<file path="src/rtl/swi_pkg.sv">
// rtl/swi_pkg.sv - shared sizing constants for the switch conditioning path
package swi_pkg;

    localparam int NBITS_TOP        = 8;
    localparam int DEBOUNCE_DEFAULT = 4;
    localparam int GLITCH_W_DEFAULT = 8;

    // Debounce counter width; a single-cycle filter still needs one bit.
    function automatic int cnt_width(input int cycles);
        return (cycles > 1) ? $clog2(cycles) : 1;
    endfunction

endpackage

</file>
<file path="src/rtl/debounce_bit.sv">
// rtl/debounce_bit.sv - one switch bit: 2-flop synchronizer, debounce filter, edge pulses
module debounce_bit
    import swi_pkg::*;
#(
    parameter int DEBOUNCE_CYCLES = DEBOUNCE_DEFAULT
) (
    input  logic clk_2,
    input  logic reset,
    input  logic raw,
    output logic stable,
    output logic rise,
    output logic fall,
    output logic abort
);

    localparam int              CNT_W    = cnt_width(DEBOUNCE_CYCLES);
    localparam logic [CNT_W-1:0] CNT_LAST = CNT_W'(DEBOUNCE_CYCLES - 1);

    logic             sync1_q, sync1_d;
    logic             sync2_q, sync2_d;
    logic             stable_q, stable_d;
    logic             rise_q, rise_d;
    logic             fall_q, fall_d;
    logic [CNT_W-1:0] cnt_q, cnt_d;
    logic             differ;
    logic             accept;

    always_ff @(posedge clk_2 or posedge reset) begin
        if (reset) begin
            sync1_q  <= 1'b0;
            sync2_q  <= 1'b0;
            stable_q <= 1'b0;
            rise_q   <= 1'b0;
            fall_q   <= 1'b0;
            cnt_q    <= '0;
        end else begin
            sync1_q  <= sync1_d;
            sync2_q  <= sync2_d;
            stable_q <= stable_d;
            rise_q   <= rise_d;
            fall_q   <= fall_d;
            cnt_q    <= cnt_d;
        end
    end

    always_comb begin
        sync1_d  = raw;
        sync2_d  = sync1_q;
        differ   = (sync2_q != stable_q);
        accept   = differ && (cnt_q == CNT_LAST);
        stable_d = accept ? sync2_q : stable_q;
        if (!differ || accept) begin
            cnt_d = '0;
        end else begin
            cnt_d = cnt_q + CNT_W'(1);
        end
        rise_d = accept && sync2_q;
        fall_d = accept && !sync2_q;
    end

    // A pending transition that falls back to the stable level is a rejected glitch.
    assign abort  = !differ && (cnt_q != '0);
    assign stable = stable_q;
    assign rise   = rise_q;
    assign fall   = fall_q;

endmodule

</file>
<file path="src/rtl/swi_conditioner.sv">
// rtl/swi_conditioner.sv - switch bank conditioner: per-bit debounce plus saturating glitch counter
module swi_conditioner
    import swi_pkg::*;
#(
    parameter int NBITS           = NBITS_TOP,
    parameter int DEBOUNCE_CYCLES = DEBOUNCE_DEFAULT,
    parameter int GLITCH_W        = GLITCH_W_DEFAULT
) (
    input  logic                clk_2,
    input  logic                reset,
    input  logic [NBITS-1:0]    swi_raw,
    output logic [NBITS-1:0]    swi_stable,
    output logic [NBITS-1:0]    swi_rise,
    output logic [NBITS-1:0]    swi_fall,
    output logic [GLITCH_W-1:0] glitch_count
);

    logic [NBITS-1:0]    abort_vec;
    logic [GLITCH_W-1:0] glitch_q, glitch_d;

    for (genvar i = 0; i < NBITS; i++) begin : g_bit
        debounce_bit #(
            .DEBOUNCE_CYCLES(DEBOUNCE_CYCLES)
        ) u_bit (
            .clk_2  (clk_2),
            .reset  (reset),
            .raw    (swi_raw[i]),
            .stable (swi_stable[i]),
            .rise   (swi_rise[i]),
            .fall   (swi_fall[i]),
            .abort  (abort_vec[i])
        );
    end

    always_ff @(posedge clk_2 or posedge reset) begin
        if (reset) begin
            glitch_q <= '0;
        end else begin
            glitch_q <= glitch_d;
        end
    end

    // Counts cycles with any abort, not aborted bits; sticks at all-ones.
    always_comb begin
        glitch_d = glitch_q;
        if ((|abort_vec) && (glitch_q != '1)) begin
            glitch_d = glitch_q + GLITCH_W'(1);
        end
    end

    assign glitch_count = glitch_q;

endmodule
</file>
<file path="config.mk">
export PLATFORM = sky130hd
export DESIGN_NAME = swi_conditioner
export DESIGN_NICKNAME = d
export VERILOG_FILES = /design/src/rtl/swi_pkg.sv /design/src/rtl/debounce_bit.sv /design/src/rtl/swi_conditioner.sv
export SDC_FILE = /design/constraint.sdc
export NUM_CORES = 1
export LEC_CHECK = 0
export ABC_AREA = 1
export CORE_ASPECT_RATIO = 1.4
export CORE_MARGIN = 1.5
export CORE_UTILIZATION = 47
export CTS_CLUSTER_DIAMETER = 60
export CTS_CLUSTER_SIZE = 30
export DETAILED_ROUTE_END_ITERATION = 12
export PLACE_DENSITY_LB_ADDON = 0.2
export SYNTH_ARGS = -nofsm -noshare
export SYNTH_HDL_FRONTEND = slang
export SYNTH_SLANG_ARGS = --single-unit
</file>
<file path="constraint.sdc">
create_clock -name clk_2 -period 2.4 [get_ports clk_2]
set_input_delay 0.36 -clock clk_2 [delete_from_list [all_inputs] [get_ports clk_2]]
set_output_delay 0.36 -clock clk_2 [all_outputs]
set_load 0.1 [all_outputs]
</file>
# After elaboration in Yosys (flattened, before gate mapping)
# Index checks and enable logic that the tools add are counted.
# W data, S select, Z words.
[classes]
multipliers = 0
n_eq_ne = 17
magnitude_cmp = 0
n_addsub = 9
bitwise_logic = 0
div = 0
reduce_logical = 66
n_mux = 8
n_shift = 0
[ops]
columns = ["op", "count"]
rows = [
  ["$logic_and A1 B1 Y1", 33],
  ["$add A2 B1 Y2 const B", 8],
  ["$eq A2 B2 Y1 const B", 8],
  ["$logic_not A1 Y1", 16],
  ["$mux W2", 8],
  ["$reduce_bool A2 Y1", 8],
  ["$add A8 B1 Y8 const B", 1],
  ["$logic_or A1 B1 Y1", 8],
  ["$ne A1 B1 Y1", 8],
  ["$ne A8 B8 Y1 const B", 1],
  ["$reduce_or A8 Y1", 1],
]
[word_totals]
elab_cells = 149
rom_bits = 0
register_bits = 64
memories = 0
latch_bits = 0
ram_bits = 0

# Longest topological paths before layout
# Gate-level depths: netlist (run 1).
[logic_depth]
word_depth = 5
mapped_depth = 11
depth_no_buf = 10

# Modules after synthesis
# Synthesis (run 1) repeated with hierarchy kept, for this count alone.
[hier_totals]
cells_unflattened = 292
area_unflattened_um2 = 2786.4
[modules_own_cells]
columns = ["module", "seq_area_each_um2", "area_per_inst_um2", "n_inst", "cells_per_inst"]
rows = [
  ["debounce_bit", 175.2, 282.8, 8, 27],
  ["swi_conditioner", 200.2, 524.3, 1, 76],
]

# Worst setup path before layout (run 1)
# Ideal clock, no wire load.
[synth_timing]
path_type = "register -> register"
start = "reg glitch_q[0] (netlist: glitch_count[0])"
end = "reg glitch_q[3] (netlist: glitch_count[3])"
t_arrival_ps = 1903
stages_incl_launch_ff = 8
setup_time_ps = 67
n_path_buf = 0
path_slack_ps = 430
cell_sequence = "dfrtp_1 > ha_1 > nand4_1 > nor2_2 > inv_2 > nand2_2 > nand2_1 > nand2_1"
[synth_via]
elab_chain_len = 2
[synth_rtl]
columns = ["element", "line_no", "source"]
rows = [
  ["start: declaration", "swi_conditioner.sv:19", "logic [GLITCH_W-1:0] glitch_q, glitch_d;"],
  ["start signal: assignment", "swi_conditioner.sv:39", "glitch_q <= glitch_d;"],
  ["branches (longest 2 deep; another with $add A8 B1 Y8)", "n/a", ""],
]
# Parallel ways; which one is timed is not known.
# A chain may end at the register's enable or synchronous reset.

# Worst setup path in the final report (run 1)
[layout_timing]
start = "reg g_bit[6].u_bit.cnt_q[0]"
end = "reg glitch_q[4] (netlist: glitch_count[4])"
[layout_via]
elab_chain_len = 4
[layout_rtl]
columns = ["element", "line_no", "source"]
rows = [
  ["start: declaration", "debounce_bit.sv:24", "logic [CNT_W-1:0] cnt_q, cnt_d;"],
  ["start signal: assignment", "debounce_bit.sv:42", "cnt_q <= cnt_d;"],
  ["$reduce_bool A2 Y1", "debounce_bit.sv:62", "assign abort = !differ && (cnt_q != '0);"],
  ["$logic_and A1 B1 Y1", "debounce_bit.sv:62", ""],
  ["$reduce_or A8 Y1", "swi_conditioner.sv:46", "if ((|abort_vec) && (glitch_q != '1)) begin"],
  ["$logic_and A1 B1 Y1", "swi_conditioner.sv:46", ""],
]
# Every way passes these cells.

==> results.sh, run 1 <==
export IMPL_grt_use_total=0.153
export IMPL_post_cts_buffers=0
export IMPL_ys_top_cells_by_area="dfrtp_1 57%, nand2_1 8.4%, ha_1 7.5%"
export IMPL_fillers=503
export IMPL_clock_latency_ns=0.33
export IMPL_ctsHoldBuffers=0
export IMPL_layout_common_cells="64 x dfrtp_1, 63 x nand2_1, 53 x inv_1"
export IMPL_n_antenna_cell=0
export IMPL_period_needed_ns=1.55
export IMPL_row_count=33
export IMPL_postSynthAreaPerCell_um2=9.37
export IMPL_gr_total_overflow=0
export IMPL_first_iter_violations=37
export IMPL_fmaxAchievable_ghz=0.644
export IMPL_route_detailed_drc=0
export IMPL_skew_ns=0.00762
export IMPL_grt_pass1_wl_mm=7.18
export IMPL_wire_per_inst_um=10.0
export IMPL_core_area_mm2=0.00582
export IMPL_ys_ff_latch=64
export IMPL_start_util=0.484
export IMPL_fin_nets=356
export IMPL_fin_hold_ws_ns=0.350
export IMPL_synth_nets=328
export IMPL_outcome="complete, no violations"
export IMPL_vias=1797
export IMPL_fin_crit_sh=0.647
export IMPL_crit_fanout=11
export IMPL_end_kind="flop"
export IMPL_dp_slack_ns=0.848
export IMPL_io_pins=42
export IMPL_slew_headroom=0.781
export IMPL_cp_data_required_time_ns=2.62
export IMPL_yosys_warnings=0
export IMPL_cts_htree_levels=3
export IMPL_final_common_cell="dfrtp_1"
export IMPL_die_area_mm2=0.00648
export IMPL_clkSinkCount=64
export IMPL_ys_types=18
export IMPL_drv_slew=0
export IMPL_clk_pin_slew_ns=0.06
export IMPL_place_congestion=0.781
export IMPL_cp_start_kind="flop"
export IMPL_io_buffers=41
export IMPL_drive_gt1_frac=0.156
export IMPL_yosys_area_top_type_share=0.568
export IMPL_numCtsBuffers=9
export IMPL_worstMarginPinSlew_ns=0.328
export IMPL_place_area_mm2=0.00307
export IMPL_critPathArrivalTime_ns=1.77
export IMPL_antenna_found_initial=0
export IMPL_dr_pass1_iters=4
export IMPL_criticalPathCategory="flop to flop"
export IMPL_area_growth_synth_to_final_pct=15.8
export IMPL_vias_per_cell=4.45
export IMPL_fp_dieH_um=94.7
export IMPL_syn_cell_area_mm2=0.00282
export IMPL_tns_ns=0
export IMPL_drtAntennaViolNets=0
export IMPL_cts_tree="done"
export IMPL_clockBufferDepth=2
export IMPL_yosys_area_top_type="dfrtp_1"
export IMPL_setup_slack_ns=0.848
export IMPL_synthCells=301
export IMPL_grt_max_degree=65
export IMPL_finalHoldViolCount=0
export IMPL_seq_area_frac_synth=0.568
export IMPL_max_cap_viol_count=0
export IMPL_stdcell_area_mm2=0.00327
export IMPL_wirelength_mm=4.06
export IMPL_holdCritPathClass="flop to flop"
export IMPL_setup_viol=0
export IMPL_dieWidth_um=68.5
export IMPL_root_buffer="clkbuf_8"
export IMPL_post_cts_resized=0
export IMPL_grt_pass1_vias=1792
export IMPL_rsz0062_at_grt="false"
export IMPL_hpwlAfterDp_mm=2.99
-- per-stage QoR --
stage | util | std cells
3_5_place_dp | 0.527 | 388
6_report | 0.561 | 404
4_1_cts | 0.561 | 404
2_1_floorplan | - | 301
5_1_grt | 0.561 | 404
3_3_place_gp | 0.527 | 388
-- sequential cells by signal, indices dropped and copies added, names as in the netlist --
signal / cells
g_bit.u_bit.cnt_q: 16
g_bit.u_bit.fall: 8
g_bit.u_bit.rise: 8
g_bit.u_bit.stable: 8
g_bit.u_bit.sync1_q: 8
g_bit.u_bit.sync2_q: 8
glitch_count: 8
-- path summary, 6_finish.rpt --
kind / from / endpoint / slack (ns) / cells after the start
worst max-delay path: g_bit[6].u_bit.cnt_q[0] / glitch_count[4] / 0.85 / 9
worst min-delay path: g_bit[0].u_bit.sync1_q / g_bit[0].u_bit.sync2_q / 0.35 / 0
worst max register to register: g_bit[6].u_bit.cnt_q[0] / glitch_count[4] / 0.85 / 9
worst min register to register: g_bit[0].u_bit.sync1_q / g_bit[0].u_bit.sync2_q / 0.35 / 0
max in group asynchronous: reset / g_bit[1].u_bit.sync1_q / 1.72 / 3
min in group asynchronous: reset / g_bit[5].u_bit.sync2_q / 0.41 / 3
-- cells in the mapped netlist --
cell type and n:
a21oi_1 5, buf_4 24, buf_6 1, dfrtp_1 64, ha_1 17, inv_1 54
inv_2 1, nand2_1 63, nand2_2 1, nand3_1 12, nand3b_1 8, nand4_1 1
nor2_1 40, nor2_2 2, nor3_1 2, o21ai_0 3, xnor2_1 1, xor2_1 2
-- critical path, stage by stage (launching register included) --
cell	delay, ns
dfrtp_1	0.36
inv_1	0.05
ha_1	0.18
nand3b_1	0.16
nand2_1	0.08
nor2_1	0.06
nand2_1	0.26
nand2_2	0.15
nand2_1	0.09
nand2_1	0.05
-- cell type report --
type,instances,area (um2),area share
Clock buffer,13,159,0.0487
Tap cell,70,87.6,0.0268
Inverter,55,206,0.0632
Clock inverter,3,40.0,0.0123
Sequential cell,64,1600,0.490
Timing Repair Buffer,42,350,0.107
Multi-Input combinational cell,157,821,0.251
-- cell families (layout without fill, tap and decap cells) --
| group | after synthesis | in the layout | share of synthesized area |
|---|---|---|---|
| fa+ha+maj | 17 | 17 | 0.0754 |
| buf+inv | 80 | 113 | 0.141 |
| simple gates | 129 | 129 | 0.192 |
| xor+xnor | 3 | 3 | 0.00932 |
| compound gates | 8 | 8 | 0.0142 |
| flops | 64 | 64 | 0.568 |
-- routing by layer --
layer  track usage  vias to the layer above  wire (um)
li1              -                      933          -
met1         0.160                      825       1740
met2         0.258                       32       2060
met3        0.0572                        7        164
met4        0.0800                        0         91
met5             0                        -          0
Power of run 1 is left out: the tool's default activity adds up to more than one toggle a clock period on the data nets, which glitch-free logic cannot reach.
==> run 2, diff against run 1 <==
- clock period: 2.4 -> 1.5 ns (I/O delays scaled with it)
==> run 2 against run 1 <==
  * Sequential share of layout area decreased by 6.8 points
  * Flip-flop and latch count unchanged
  * Cell area increased by 17%
  * Global-route usage increased by 0.60 points
  * Clock skew increased by 0.0026 ns
  * Via count increased by 5.8%
  * Routed wire length increased by 11%
  * Fmax increased by 12%
  * Core utilization increased by 9.7 points
  * Largest cell class unchanged
==> results.sh, run 2 (synthesis gave the netlist of run 1 again) <==
export IMPL_criticalPathCategory="flop to flop"
export IMPL_power_mw=8.35
export IMPL_cts_tree="done"
export IMPL_reg2regPathDepth=10
export IMPL_cp_data_required_time_ns=1.74
export IMPL_io_buffers=41
export IMPL_skew_ns=0.0102
export IMPL_vias=1902
export IMPL_numCtsBuffers=9
export IMPL_first_iter_violations=80
export IMPL_final_common_cell="nand2_1"
export IMPL_slew_headroom=0.809
export IMPL_clkSinkCount=64
export IMPL_row_count=33
export IMPL_antenna_found_initial=0
export IMPL_fin_crit_sh=0.923
export IMPL_clock_latency_ns=0.34
export IMPL_r2r_end="glitch_count[6]"
export IMPL_outcome="complete, no violations"
export IMPL_core_area_mm2=0.00582
export IMPL_r2r_setup_slack_ns=0.12
export IMPL_cts_htree_levels=3
export IMPL_reg2reg_from="g_bit[5].u_bit.cnt_q[0]"
export IMPL_fin_hold_ws_ns=0.192
export IMPL_grt_max_degree=36
export IMPL_p_per_area_mw_per_mm2=2180
export IMPL_n_antenna_cell=0
export IMPL_wire_per_inst_um=10.7
export IMPL_regMostFlops="g_bit.u_bit.cnt_q"
export IMPL_crit_fanout=8
export IMPL_grt_pass1_wl_mm=7.51
export IMPL_fp_dieH_um=94.7
export IMPL_finalHoldViolCount=0
export IMPL_dr_pass1_iters=6
export IMPL_grt_pass1_vias=1821
export IMPL_dieWidth_um=68.5
export IMPL_drtAntennaViolNets=0
export IMPL_setup_viol=0
export IMPL_cp_start_kind="flop"
export IMPL_start_util=0.484
export IMPL_holdCritPathClass="primary input to async pin"
export IMPL_layout_common_cells="62 x nand2_1, 56 x dfrtp_1, 53 x inv_1"
export IMPL_wirelength_mm=4.49
export IMPL_p_leak_nw=1.93
export IMPL_place_congestion=0.783
export IMPL_fin_nets=371
export IMPL_drv_slew=0
export IMPL_io_pins=42
export IMPL_critPathArrivalTime_ns=1.62
export IMPL_die_area_mm2=0.00648
export IMPL_root_buffer="clkbuf_8"
export IMPL_worstMarginPinSlew_ns=0.285
export IMPL_max_cap_viol_count=0
export IMPL_end_kind="flop"
export IMPL_peakVddDrop_mv=1.52
export IMPL_vias_per_cell=4.54
export IMPL_area_growth_synth_to_final_pct=35.8
export IMPL_rsz0062_at_grt="true"
export IMPL_clk_pin_slew_ns=0.07
export IMPL_ctsHoldBuffers=0
export IMPL_drive_gt1_frac=0.229
export IMPL_gr_total_overflow=0
export IMPL_largest_reg_flops=16
export IMPL_hpwlAfterDp_mm=3.32
export IMPL_period_needed_ns=1.38
export IMPL_route_detailed_drc=0
export IMPL_fmaxAchievable_ghz=0.723
export IMPL_grt_use_total=0.159
export IMPL_clockBufferDepth=2
-- run 2: metrics by stage --
stage / setup TNS, ns / setup WS (ns) / std cells / area [um2] / util
after floorplan: 0 / 0.0182 / 301 / 2850 / -
after global placement: 0 / 0.0982 / 401 / 3610 / 0.620
after detailed placement: 0 / 0.0668 / 401 / 3610 / 0.620
after CTS: 0 / 0.0382 / 417 / 3800 / 0.653
after global routing: -0.00989 / -0.00679 / 419 / 3830 / 0.658
final: 0 / 0.116 / 419 / 3830 / 0.658
-- run 2: worst max-delay path, stage by stage (launching register included) --
cell,delay (ns)
dfrtp_1,0.39
inv_1,0.06
ha_1,0.18
nand3b_1,0.15
nand2_1,0.09
nor2_2,0.05
nand2_2,0.09
buf_6,0.12
nand2_1,0.05
nand2_1,0.06
nand2_1,0.04
-- run 2: cell type report --
class / count / area, um2
Clock inverter: 2 / 12.5
Fill cell: 420 / 1990
Multi-Input combinational cell: 157 / 841
Clock buffer: 14 / 183
Sequential cell: 64 / 1620
Tap cell: 70 / 87.6
Timing Repair Buffer: 57 / 880
Inverter: 55 / 210
-- run 2: repair_timing --
item / CTS / global route
endpoints found under the setup margin: 0 / 8
gates resized for setup: 0 / 4
buffers inserted: 0 / 2
-- run 2: per-layer routing --
metal	share of wire	GRT usage	up-vias
met5	0	0	-
met4	0.018	0.0683	0
met3	0.040	0.0584	8
met2	0.52	0.265	31
met1	0.42	0.177	905
li1	-	-	958
-- run 2: worst max-delay path by stage --
stage	from	cells after the start	to	slack, ns
floorplan	glitch_count[2]	7	glitch_count[5]	0.02
global placement	g_bit[6].u_bit.cnt_q[0]	9	glitch_count[2]	0.1
detailed placement	g_bit[7].u_bit.cnt_q[1]	10	glitch_count[2]	0.07
CTS	g_bit[7].u_bit.cnt_q[1]	10	glitch_count[2]	0.04
global route	g_bit[5].u_bit.cnt_q[0]	10	glitch_count[6]	-0.007
finish	g_bit[5].u_bit.cnt_q[0]	10	glitch_count[6]	0.12
-- run 2: power by group --
group	internal, mW	switching, mW
registers	2.16	0.419
clock network	0.778	0.613
logic	1.66	2.71
No activity file was read; power rests on OpenSTA's default activity.
==> run 3, diff against run 2 <==
- CORE_MARGIN: 1.5 -> 3
==> run 3 against run 2 <==
  * Cell area decreased by 0.59%
  * Total power increased by 1.3%
  * Via count decreased by 0.21%
  * Worst hold slack improved by 0.11 ns
  * Flip-flop and latch count unchanged
  * Highest routed layer unchanged
==> results.sh, run 3 (synthesis gave the netlist of run 1 again) <==
export IMPL_outcome="complete, no violations"
export IMPL_grt_pass1_wl_mm=7.98
export IMPL_core_area_mm2=0.00565
export IMPL_skew_ns=0.00760
export IMPL_hpwlAfterDp_mm=3.23
export IMPL_gr_total_overflow=0
export IMPL_worstMarginPinSlew_ns=0.332
export IMPL_die_area_mm2=0.00698
export IMPL_io_pins=42
export IMPL_drtAntennaViolNets=0
export IMPL_peakVddDrop_mv=1.91
export IMPL_fin_crit_sh=0.934
export IMPL_layout_common_cells="61 x nand2_1, 56 x dfrtp_1, 53 x inv_1"
export IMPL_critPathArrivalTime_ns=1.67
export IMPL_r2r_setup_slack_ns=0.1
export IMPL_power_mw=8.45
export IMPL_drv_slew=0
export IMPL_criticalPathCategory="flop to flop"
export IMPL_fin_hold_ws_ns=0.301
export IMPL_grt_max_degree=65
export IMPL_cp_start_kind="flop"
export IMPL_numCtsBuffers=9
export IMPL_ctsHoldBuffers=0
export IMPL_clockBufferDepth=2
export IMPL_fmaxAchievable_ghz=0.714
export IMPL_period_needed_ns=1.40
export IMPL_area_growth_synth_to_final_pct=35.0
export IMPL_max_stage_delay_ns=0.48
export IMPL_largest_reg_flops=16
export IMPL_place_congestion=0.822
export IMPL_fin_nets=365
export IMPL_holdCritPathClass="primary input to async pin"
export IMPL_end_kind="flop"
export IMPL_n_antenna_cell=0
export IMPL_crit_path_top_delay_cell="dfrtp_4"
export IMPL_utilization=0.674
export IMPL_setup_viol=0
export IMPL_clkSinkCount=64
export IMPL_max_cap_viol_count=0
export IMPL_crit_fanout=7
export IMPL_root_buffer="clkbuf_8"
export IMPL_finalHoldViolCount=0
export IMPL_vias=1898
export IMPL_row_count=32
export IMPL_wirelength_mm=4.43
export IMPL_grt_use_total=0.147
export IMPL_route_detailed_drc=0
export IMPL_start_util=0.500
export IMPL_path_cells="ha_4 > nand4_1 > nor2_2 > inv_2 > nand2_2 > nand2_1 > nand2_1"
export IMPL_wire_per_inst_um=10.8
export IMPL_vias_per_cell=4.62
export IMPL_clk_pin_slew_ns=0.07
export IMPL_cts_tree="done"
export IMPL_slew_headroom=0.778
export IMPL_grt_pass1_vias=1881
export IMPL_dieWidth_um=71.5
export IMPL_instances_no_fill=411
export IMPL_final_common_cell="nand2_1"
export IMPL_p_per_area_mw_per_mm2=2220
export IMPL_cts_htree_levels=3
export IMPL_clock_latency_ns=0.34
export IMPL_rsz0062_at_grt="true"
export IMPL_io_buffers=41
export IMPL_cp_common_cell="nand2_1"
export IMPL_placed_cells=394
export IMPL_dr_pass1_iters=4
export IMPL_fillers=403
export IMPL_drive_gt1_frac=0.224
export IMPL_p_leak_nw=1.91
export IMPL_cp_data_required_time_ns=1.77
export IMPL_fp_dieH_um=97.7
export IMPL_regMostFlops="g_bit.u_bit.cnt_q"
export IMPL_first_iter_violations=65
export IMPL_antenna_found_initial=0
[run 3: changes by cell type in the layout (fill, tap and decap cells not counted), moves of 2 or more]
cell       before  now
nor2_2          4    2
clkbuf_8       13    9
buf_4          13    8
clkinv_4        0    3
bufinv_16       0    2
nor2_4          0    2
nand2_2         2    4
[run 3: path summary, 6_finish.rpt]
kind,start,cells after the start,to
min in group clk_2,swi_raw[2],1,g_bit[2].u_bit.sync1_q
min reg2reg,g_bit[6].u_bit.sync1_q,0,g_bit[6].u_bit.sync2_q
max reg2reg,glitch_count[0],7,glitch_count[1]
max in group asynchronous,reset,3,glitch_count[1]
min,reset,3,g_bit[0].u_bit.cnt_q[1]
max,glitch_count[0],7,glitch_count[1]
[run 3: cell type report]
class,count,area [um2],share of cell area
tap,68,85.1,0.0223
clock inverter,7,96.3,0.0253
timing repair buffer,50,811,0.213
clock buffer,9,124,0.0325
multi-input combinational,158,865,0.227
inverter,55,210,0.0552
sequential,64,1620,0.425
[run 3: report_power, final]
part | internal, mW | switching [mW]
Sequential | 2.16 | 0.462
Clock | 0.936 | 0.650
Combinational | 1.56 | 2.68
[run 3: through the flow]
stage               setup TNS (ns)  cell area, um2  worst slack (ns)
floorplan                        0            2850            0.0182
global placement                 0            3560            0.0312
detailed placement          -0.105            3560           -0.0196
CTS                              0            3780            0.0863
global route               -0.0548            3810           -0.0294
finish                           0            3810            0.0986
[run 3: worst max-delay path, delay by kind of cell (launching register included)]
kind	cells	cell delay [ns]
and+or+nand+nor	5	0.58
DFF	1	0.48
adders and majority gates	1	0.16
buffers and inverters	1	0.10
[run 3: repair_timing]
action | CTS | global route
cloned | 0 | 1
setup buffers | 0 | 0
gates resized for setup | 1 | 7
endpoints found under the setup margin | 6 | 8
pin swaps | 0 | 1
[run 3: per-layer routing]
layer	vias to the layer above	wire length [um]	GRT usage
met3	10	194	0.0383
li1	952	-	-
met4	0	116	0.0912
met2	37	2400	0.242
met5	-	0	0
met1	899	1730	0.167
